File: config.mk
export PLATFORM = sky130hd
export DESIGN_NAME = image_loader_flat
export DESIGN_NICKNAME = d
export VERILOG_FILES = /design/src/rtl/image_loader_if.sv /design/src/rtl/image_loader.sv /design/src/flat_wrapper.sv
export SDC_FILE = /design/constraint.sdc
export NUM_CORES = 1
export LEC_CHECK = 0
export CAP_MARGIN = 20
export CORE_MARGIN = 2
export CORE_UTILIZATION = 66
export CTS_CLUSTER_DIAMETER = 100
export CTS_CLUSTER_SIZE = 14
export DETAILED_ROUTE_END_ITERATION = 8
export PLACE_DENSITY = 0.87
export SYNTH_ARGS = -nofsm -noshare
export SYNTH_HDL_FRONTEND = slang
export SYNTH_SLANG_ARGS = --single-unit
File: constraint.sdc
create_clock -name clk -period 14.05 [get_ports clk]
set_clock_uncertainty 0.2 [all_clocks]
set_input_delay 1.405 -clock clk [delete_from_list [all_inputs] [get_ports clk]]
set_output_delay 1.405 -clock clk [all_outputs]
set_load 0.1 [all_outputs]
File: src/rtl/image_loader_if.sv
// Host byte stream (valid/ready) plus RAM port-A write bus shared by the image loader.
// master = host/RAM side, slave = loader side.
interface image_loader_if #(
    parameter int ADDR_W = 17
);
    logic [7:0]        in_data;
    logic              in_valid;
    logic              in_ready;
    logic [ADDR_W-1:0] address_a;
    logic [31:0]       data_a;
    logic              wren_a;
    logic [3:0]        byteena_a;

    modport master (
        output in_data, in_valid,
        input  in_ready,
        input  address_a, data_a, wren_a, byteena_a
    );

    modport slave (
        input  in_data, in_valid,
        output in_ready,
        output address_a, data_a, wren_a, byteena_a
    );
endinterface

File: src/rtl/image_loader.sv
// Frame-buffer write stage: parses a width/height header, then packs 8-bit pixels four per word
// into RAM port A. Define LOADER_CHECKSUM_EN to require a trailing XOR checksum byte.
//
// state  | meaning
// HDR_W0 | expect width[7:0]
// HDR_W1 | expect width[15:8]
// HDR_H0 | expect height[7:0]
// HDR_H1 | expect height[15:8], then validate
// WR_W   | writing width to word 0
// WR_H   | writing height to word 1
// PIXELS | accepting pixels, writing each full group
// FLUSH  | last pixel word on the bus
// CHK    | expect checksum byte (LOADER_CHECKSUM_EN only)
// DONE   | image written, wait for start
// ERROR  | load aborted, wait for start
module image_loader #(
    parameter int ADDR_W       = 17,
    parameter int BASE_ADDRESS = 4,
    parameter int MAX_DIM      = 640
) (
    input  logic          clk,
    input  logic          rst,
    input  logic          start,
    image_loader_if.slave bus,
    output logic          busy,
    output logic          done,
    output logic          error
);
    typedef enum logic [3:0] {
        HDR_W0, HDR_W1, HDR_H0, HDR_H1, WR_W, WR_H, PIXELS, FLUSH,
`ifdef LOADER_CHECKSUM_EN
        CHK,
`endif
        DONE, ERROR
    } state_t;

    state_t            state;
    logic [15:0]       width;
    logic [15:0]       height;
    logic [19:0]       total;
    logic [19:0]       pix_cnt;
    logic [ADDR_W-1:0] word_idx;
    logic [31:0]       pack_buf;
    logic [31:0]       word_next;
    logic [3:0]        lane_en;
    logic [1:0]        lane;
    logic [15:0]       height_in;
    logic              accept;
    logic              last_pix;
    logic              hdr_bad;
`ifdef LOADER_CHECKSUM_EN
    logic [7:0]        csum;
`endif

    assign accept    = bus.in_valid && bus.in_ready;
    assign lane      = pix_cnt[1:0];
    assign word_next = pack_buf | ({24'h0, bus.in_data} << {lane, 3'b000});
    assign last_pix  = (pix_cnt + 20'd1) == total;
    assign height_in = {bus.in_data, height[7:0]};
    assign hdr_bad   = (width == 16'd0) || (height_in == 16'd0) ||
                       (width > 16'(MAX_DIM)) || (height_in > 16'(MAX_DIM));

    // Lanes filled so far including the byte being accepted; unused lanes stay disabled.
    always_comb begin
        lane_en = 4'b1111;
        case (lane)
            2'd0:    lane_en = 4'b0001;
            2'd1:    lane_en = 4'b0011;
            2'd2:    lane_en = 4'b0111;
            default: lane_en = 4'b1111;
        endcase
    end

    always_ff @(posedge clk) begin
        if (rst) begin
            state         <= HDR_W0;
            bus.in_ready  <= 1'b1;
            bus.wren_a    <= 1'b0;
            bus.address_a <= '0;
            bus.data_a    <= '0;
            bus.byteena_a <= '0;
            busy          <= 1'b0;
            done          <= 1'b0;
            error         <= 1'b0;
            width         <= '0;
            height        <= '0;
            total         <= '0;
            pix_cnt       <= '0;
            word_idx      <= '0;
            pack_buf      <= '0;
`ifdef LOADER_CHECKSUM_EN
            csum          <= '0;
`endif
        end else begin
            bus.wren_a <= 1'b0;
`ifdef LOADER_CHECKSUM_EN
            if (accept) csum <= csum ^ bus.in_data;
`endif
            unique case (state)
                HDR_W0: if (accept) begin
                    width[7:0] <= bus.in_data;
                    busy       <= 1'b1;
                    state      <= HDR_W1;
                end
                HDR_W1: if (accept) begin
                    width[15:8] <= bus.in_data;
                    state       <= HDR_H0;
                end
                HDR_H0: if (accept) begin
                    height[7:0] <= bus.in_data;
                    state       <= HDR_H1;
                end
                HDR_H1: if (accept) begin
                    height       <= height_in;
                    bus.in_ready <= 1'b0;
                    if (hdr_bad) begin
                        error <= 1'b1;
                        busy  <= 1'b0;
                        state <= ERROR;
                    end else begin
                        bus.wren_a    <= 1'b1;
                        bus.address_a <= '0;
                        bus.data_a    <= {16'h0, width};
                        bus.byteena_a <= 4'hF;
                        state         <= WR_W;
                    end
                end
                WR_W: begin
                    bus.wren_a    <= 1'b1;
                    bus.address_a <= ADDR_W'(1);
                    bus.data_a    <= {16'h0, height};
                    bus.byteena_a <= 4'hF;
                    state         <= WR_H;
                end
                WR_H: begin
                    total        <= 20'(width[9:0]) * 20'(height[9:0]);
                    pix_cnt      <= '0;
                    word_idx     <= '0;
                    pack_buf     <= '0;
                    bus.in_ready <= 1'b1;
                    state        <= PIXELS;
                end
                PIXELS: if (accept) begin
                    pix_cnt <= pix_cnt + 20'd1;
                    if (lane == 2'd3 || last_pix) begin
                        bus.wren_a    <= 1'b1;
                        bus.address_a <= ADDR_W'(BASE_ADDRESS) + word_idx;
                        bus.data_a    <= word_next;
                        bus.byteena_a <= lane_en;
                        word_idx      <= word_idx + ADDR_W'(1);
                        pack_buf      <= '0;
                    end else begin
                        pack_buf <= word_next;
                    end
                    if (last_pix) begin
                        bus.in_ready <= 1'b0;
                        state        <= FLUSH;
                    end
                end
                FLUSH: begin
`ifdef LOADER_CHECKSUM_EN
                    bus.in_ready <= 1'b1;
                    state        <= CHK;
`else
                    done  <= 1'b1;
                    busy  <= 1'b0;
                    state <= DONE;
`endif
                end
`ifdef LOADER_CHECKSUM_EN
                CHK: if (accept) begin
                    error        <= (bus.in_data != csum);
                    done         <= 1'b1;
                    busy         <= 1'b0;
                    bus.in_ready <= 1'b0;
                    state        <= DONE;
                end
`endif
                DONE, ERROR: if (start) begin
                    done         <= 1'b0;
                    error        <= 1'b0;
                    bus.in_ready <= 1'b1;
`ifdef LOADER_CHECKSUM_EN
                    csum         <= '0;
`endif
                    state        <= HDR_W0;
                end
                default: state <= HDR_W0;
            endcase
        end
    end
endmodule

File: src/flat_wrapper.sv
// flat-port wrapper written by rule: the top's interface ports become plain ports
module image_loader_flat 
#(
    parameter int ADDR_W       = 17,
    parameter int BASE_ADDRESS = 4,
    parameter int MAX_DIM      = 640
)
  (clk, rst, start, busy, done, error, bus_in_data, bus_in_valid, bus_in_ready, bus_address_a, bus_data_a, bus_wren_a, bus_byteena_a);
  image_loader_if #(.ADDR_W(ADDR_W)) bus_i ();
  input  logic clk;
  input  logic rst;
  input  logic start;
  output logic busy;
  output logic done;
  output logic error;
  input wire logic [$bits(bus_i.in_data)-1:0] bus_in_data;
  input wire logic [$bits(bus_i.in_valid)-1:0] bus_in_valid;
  output wire logic [$bits(bus_i.in_ready)-1:0] bus_in_ready;
  output wire logic [$bits(bus_i.address_a)-1:0] bus_address_a;
  output wire logic [$bits(bus_i.data_a)-1:0] bus_data_a;
  output wire logic [$bits(bus_i.wren_a)-1:0] bus_wren_a;
  output wire logic [$bits(bus_i.byteena_a)-1:0] bus_byteena_a;
  assign bus_i.in_data = bus_in_data;
  assign bus_i.in_valid = bus_in_valid;
  assign bus_in_ready = bus_i.in_ready;
  assign bus_address_a = bus_i.address_a;
  assign bus_data_a = bus_i.data_a;
  assign bus_wren_a = bus_i.wren_a;
  assign bus_byteena_a = bus_i.byteena_a;
  image_loader #(.ADDR_W(ADDR_W), .BASE_ADDRESS(BASE_ADDRESS), .MAX_DIM(MAX_DIM)) u_core (.clk(clk), .rst(rst), .start(start), .bus(bus_i), .busy(busy), .done(done), .error(error));
endmodule
# == Word-level counts from Yosys, hierarchy flattened ==
# Index checks and enable logic that the tools add are counted.
# Widths: inputs -> output; s select.
# totals
regBits,183
output_inout_bits,58
# op_classes
addsub,3
mul,1
n_lt_le_gt_ge,2
n_eq_ne,23
shifts,1
mux,54
bitwise_logic,2
n_reduce_logical,28
# op_table
cell,n
$mux 32,6
$mux 17,6
$pmux 32 s3,1
$pmux 32 s2,1
$pmux 17 s3,1
$mux 4,12
$pmux 20 s2,1
$pmux 4 s9,1
$pmux 17 s2,1
$gt 16x10->1 const B,2
$logic_not 16->1,2
$or 32x32->32,1
$shl 8x5->32,1
$pmux 4 s3,2
$add 20x1->20 const B,1
$eq 20x20->1,1
$mul 10x10->20,1
$mux 20,1
$add 17x1->17 const B,1
$add 3x17->17 const A,1
$eq 4x3->1 const B,4
$ne 2x1->1 const B,8
$pmux 8 s2,1
$mux 1,14
24 further kinds,43

# == Depth between registers and ports, before layout ==
# depth
ltp_word,7
ltp_mapped,21

# == Worst setup path after synthesis ==
# Ideal clock, no wire load.
# synth_timing
kind,register -> register
from,reg u_core.height[3]
to,reg u_core.total[19]
t_arrival_ns,5.117
required_time_ns,13.717
setup_slack_ns,8.601
stages_incl_launch_ff,22
path_buffers,1
period_less_slack_ns,5.449
cell_sequence,dfxtp_1 clkbuf_1 nand2_1 fa_1 inv_1 fa_1 inv_1 fa_1 inv_1 fa_1 inv_1 fa_1 inv_1 ha_1 inv_1 nor4_1 nor3_1 a211oi_1 a21oi_1 a221oi_1 mux2i_1 a31oi_1
# synth_between
elab_chain_len,1
# synth_rtl
element,line_no,rtl
"start, declared",image_loader.sv:39,logic [15:0] height;
"start signal, assigned",image_loader.sv:110,height[7:0] <= bus.in_data;
"start signal, assigned",image_loader.sv:114,height <= height_in;
$mul 10x10->20,image_loader.sv:136,total <= 20'(width[9:0]) * 20'(height[9:0]);
"end signal, assigned",image_loader.sv:136,
"end, declared",image_loader.sv:40,logic [19:0] total;
# Every way passes these cells.
# A chain may end at the register's enable or synchronous reset.

# == Worst setup path after layout ==
# layout_timing
from,reg u_core.width[5]
to,reg u_core.total[19]
# layout_between
elab_chain_len,1
# layout_rtl
element,line_no,rtl
"start, declared",image_loader.sv:38,logic [15:0] width;
"start signal, assigned",image_loader.sv:101,width[7:0] <= bus.in_data;
$mul 10x10->20,image_loader.sv:136,
# Every way passes these cells.

==> summary.md <==
• finished clean — result of the run
• flop to flop — class of the tightest hold or removal check
• 0.109 mV — Max rail drop VDD
• 32.0% — total routing resource utilization after global routing
• 30.4% — share of the yosys chip area belonging to registers
• 8.19 sq um — average size of a mapped cell
• 6.31 — detailed-route vias per instance
• 3.92% — post-synthesis share of cell area spent on xor and xnor gates
• done — CTS tree
• 6 — drt first pass iters
• 0 — antenna cell count
• 10227 — vias in the first global route
• 5.16 nW — leakage power
• 0 — EDFF count, synth
• 0 — Post-CTS Resized
• sky130_fd_sc_hd__clkbuf_16 — root buffer selected by CTS
• 9.98% — growth of design area from synthesis to finish
• 70 — count of pins on the block boundary
• 0.0127 sq mm — total placed instance area
• 0.924 — weighted congestion reported at the end of routability-driven placement
• u_core.total[19]$_SDFFE_PP0P_ — Worst R2R End
• sky130_fd_sc_hd__dfxtp_1 — most common cell after layout, fill and taps aside
• 6.00 ns — critical path arrival
• 1595 — Layout Nets
• 1.10 ns — measured slew at the worst slew-check pin
• 16.5% — synthesized-area fraction occupied by adder cells
• 0 — Post-CTS Repair Setup Buffers
• 2 — CTS max path bufs
• 139 um — floorplan die width
• 18.2 um — post-detailed-route wirelength per cell
• 5.91 ns — minimum period implied by the final worst setup slack
• flop — category of the worst setup path capture point
• u_core.height[13]$_SDFFE_PP0P_ — launch instance of the worst min-delay path
• 0 — count of pins over their slew limit
• 0.08 ns — clock transition at the registers of the reported paths
• 0 — endpoints failing setup
• 22.5% — share of synthesized cell area in and, or, nand and nor gates
• 0 — number of antenna violations at the first check in global routing
• 0.0133 sq mm — final standard cell area without fillers
• sky130_fd_sc_hd__dfxtp_1 (183), sky130_fd_sc_hd__a21oi_1 (158), sky130_fd_sc_hd__nand2_1 (153) — commonest non-fill, non-tap cells in the layout
• 69 — number of buffers added on ports
• 0 — post-route DRC violation count
• 10752 — total via count after detailed routing
• 14.14 ns — worst path required time
• flop — category of the worst setup path launch point
• u_core.height[13]$_SDFFE_PP0P_ — Min-Delay Endpoint
• 1277 — violation count after the first detailed-route iteration
• 13 — maximum net fanout on the critical path
• 30.9 mm — Routed WL
• 183 — FF+latch count, synth
• 102 — maximum number of pins on one net before global-route repair
• 0 — number of nets still failing antenna checks after routing
• 0 ns — Setup TNS
• 0 — number of hold-repair buffers added at the cts stage
• u_core.width[5]$_SDFFE_PP0P_ — Crit Reg-Reg Startpoint
• 0 — hold violation count in the final report
• 8.14 ns — worst reg2reg setup slack
• 1471 — synthesized instance count
• sky130_fd_sc_hd__dfxtp_1 — most used flip-flop cell after synthesis
• 139 um — height of the chip
• 183 — sinks on the clock net
• 42.1% — crit share post-route
• 67.1% — effective utilization at floorplan
• false — unrepaired setup endpoints after global routing
• 0.0180 sq mm — standard cell core area
• 21.6 mm — DPL Wire Length
• 0.169 GHz — top achievable clock speed
• 0.0194 sq mm — die area
• 73 — count of different cell masters after synthesis
• 0 — synthesis warning total
• 26.8% — worst slew slack as a fraction of its limit
• 2 — count of cells along the worst hold path
• 4 — maximum level of the CTS H-tree
• 2.24% — mux share of post-synthesis cell area
• 0 — total gr overflow
• 18.2% — synthesized-area fraction occupied by ao, oa, aoi and oai cells
• 17 — clock buffers created by TritonCTS
• 0 — number of maximum-capacitance constraint violations
• 50.6 mm — first-pass GRT wire length
• 4.61% — layout cell share with drive strength beyond 1
• 1605 — Post-Synthesis Net Count
• 0.45 ns — clock latency of the later-clocked register in the worst-skew pair
• 0.0121 sq mm — combined area of all synthesized cells
• simple AND/OR/NAND/NOR gates — main combinational cell family by area after synthesis
• 20 — Reg2Reg Depth
• flop to flop — startpoint-to-endpoint class of the critical path
• 49 — Std-Cell Rows
• 82.1 mW/mm^2 — areal power density over the cells
• 0% — share of flip-flops with an asynchronous set or reset
[cell families after synthesis]
family / count (synthesis)
AND/OR/NAND/NOR: 558
buffers and inverters: 182
XOR/XNOR: 54
flip-flops: 183
adder cells (fa/ha/maj): 122
AO/OA/AOI/OAI: 345
multiplexers: 27
[flip-flops by register name (all words and copies together) (netlist names)]
name and cells:
u_core.bus.wren_a 1, u_core.state 4, u_core.error 1, u_core.total 20, u_core.done 1, u_core.width 16, u_core.pack_buf 32, u_core.bus.byteena_a 4
u_core.height 16, u_core.bus.data_a 32, u_core.pix_cnt 20, u_core.word_idx 17, u_core.busy 1, u_core.bus.in_ready 1, u_core.bus.address_a 17
[metrics by stage]
stage	instances	worst slack, ns	util (%)	total power [W]	hold WS [ns]
CTS	1703	8.16	73.8	0.00109	0.259
detailed placement	1671	8.16	70.4	0.000610	0.248
global route	1703	7.74	73.8	0.00112	0.281
floorplan	1471	8.60	-	0.000589	0.237
finish	1703	8.14	73.8	0.00109	0.259
global placement	1671	8.43	70.4	0.000608	0.241
[metal layers]
layer  vias up  GRT usage (%)  share of wire, %
li1       5066              -                 -
met1      5160           42.4                42
met2       435           51.5                48
met3        91           6.32               6.7
met4         0           13.5               3.5
met5         -              0                 0
[cell usage after synthesis (all sizes together), types with 21 or more instances]
master / number / share of area (%)
a211oi: 59 / 3.8
and2: 71 / 3.7
nor3: 27 / 1.1
nand2: 154 / 4.8
mux2i: 27 / 2.2
nor2: 140 / 4.4
clkbuf: 90 / 2.8
buf: 21 / 1.2
xnor2: 34 / 2.5
fa: 62 / 10
o21ai: 38 / 1.6
a21oi: 158 / 6.6
inv: 71 / 2.2
nand3: 59 / 2.5
ha: 60 / 6.2
dfxtp: 183 / 30
[final cells by class]
class | count | area [sq um]
Fill cell | 1349 | 4710
Sequential cell | 183 | 3660
Multi-Input combinational cell | 1106 | 7650
Clock buffer | 17 | 425
Inverter | 71 | 267
Timing Repair Buffer | 82 | 786
Tap cell | 229 | 287
Clock inverter | 15 | 176
[report_power, final]
part           internal [W]  total (W)  switching (W)
registers          0.000523   0.000535      0.0000122
logic             0.0000192  0.0000654      0.0000462
clock network      0.000241   0.000487       0.000246
[critical path: stages (launching register included)]
cell and delay [ns]:
sky130_fd_sc_hd__dfxtp_1 0.58, sky130_fd_sc_hd__nand2_1 0.15, sky130_fd_sc_hd__fa_1 0.57, sky130_fd_sc_hd__inv_1 0.06, sky130_fd_sc_hd__fa_1 0.49, sky130_fd_sc_hd__inv_1 0.05
sky130_fd_sc_hd__fa_1 0.48, sky130_fd_sc_hd__inv_1 0.06, sky130_fd_sc_hd__fa_1 0.52, sky130_fd_sc_hd__inv_1 0.05, sky130_fd_sc_hd__fa_1 0.53, sky130_fd_sc_hd__inv_1 0.04
sky130_fd_sc_hd__ha_1 0.38, sky130_fd_sc_hd__nand3_1 0.10, sky130_fd_sc_hd__nor4_1 0.32, sky130_fd_sc_hd__nor3_1 0.15, sky130_fd_sc_hd__a211oi_1 0.23, sky130_fd_sc_hd__a21oi_1 0.12
sky130_fd_sc_hd__a221oi_1 0.33, sky130_fd_sc_hd__mux2i_1 0.24, sky130_fd_sc_hd__a31oi_1 0.10
[worst max path at each step]
| stage | depth (start not counted) | start | end |
|---|---|---|---|
| floorplan | 21 | u_core.height[3]$_SDFFE_PP0P_ | u_core.total[19]$_SDFFE_PP0P_ |
| global placement | 20 | u_core.height[3]$_SDFFE_PP0P_ | u_core.total[19]$_SDFFE_PP0P_ |
| detailed placement | 20 | u_core.width[5]$_SDFFE_PP0P_ | u_core.total[19]$_SDFFE_PP0P_ |
| CTS | 20 | u_core.width[5]$_SDFFE_PP0P_ | u_core.total[19]$_SDFFE_PP0P_ |
| global route | 20 | u_core.height[3]$_SDFFE_PP0P_ | u_core.total[19]$_SDFFE_PP0P_ |
| finish | 20 | u_core.width[5]$_SDFFE_PP0P_ | u_core.total[19]$_SDFFE_PP0P_ |
Note: power is estimated with default switching activity, not from simulation.
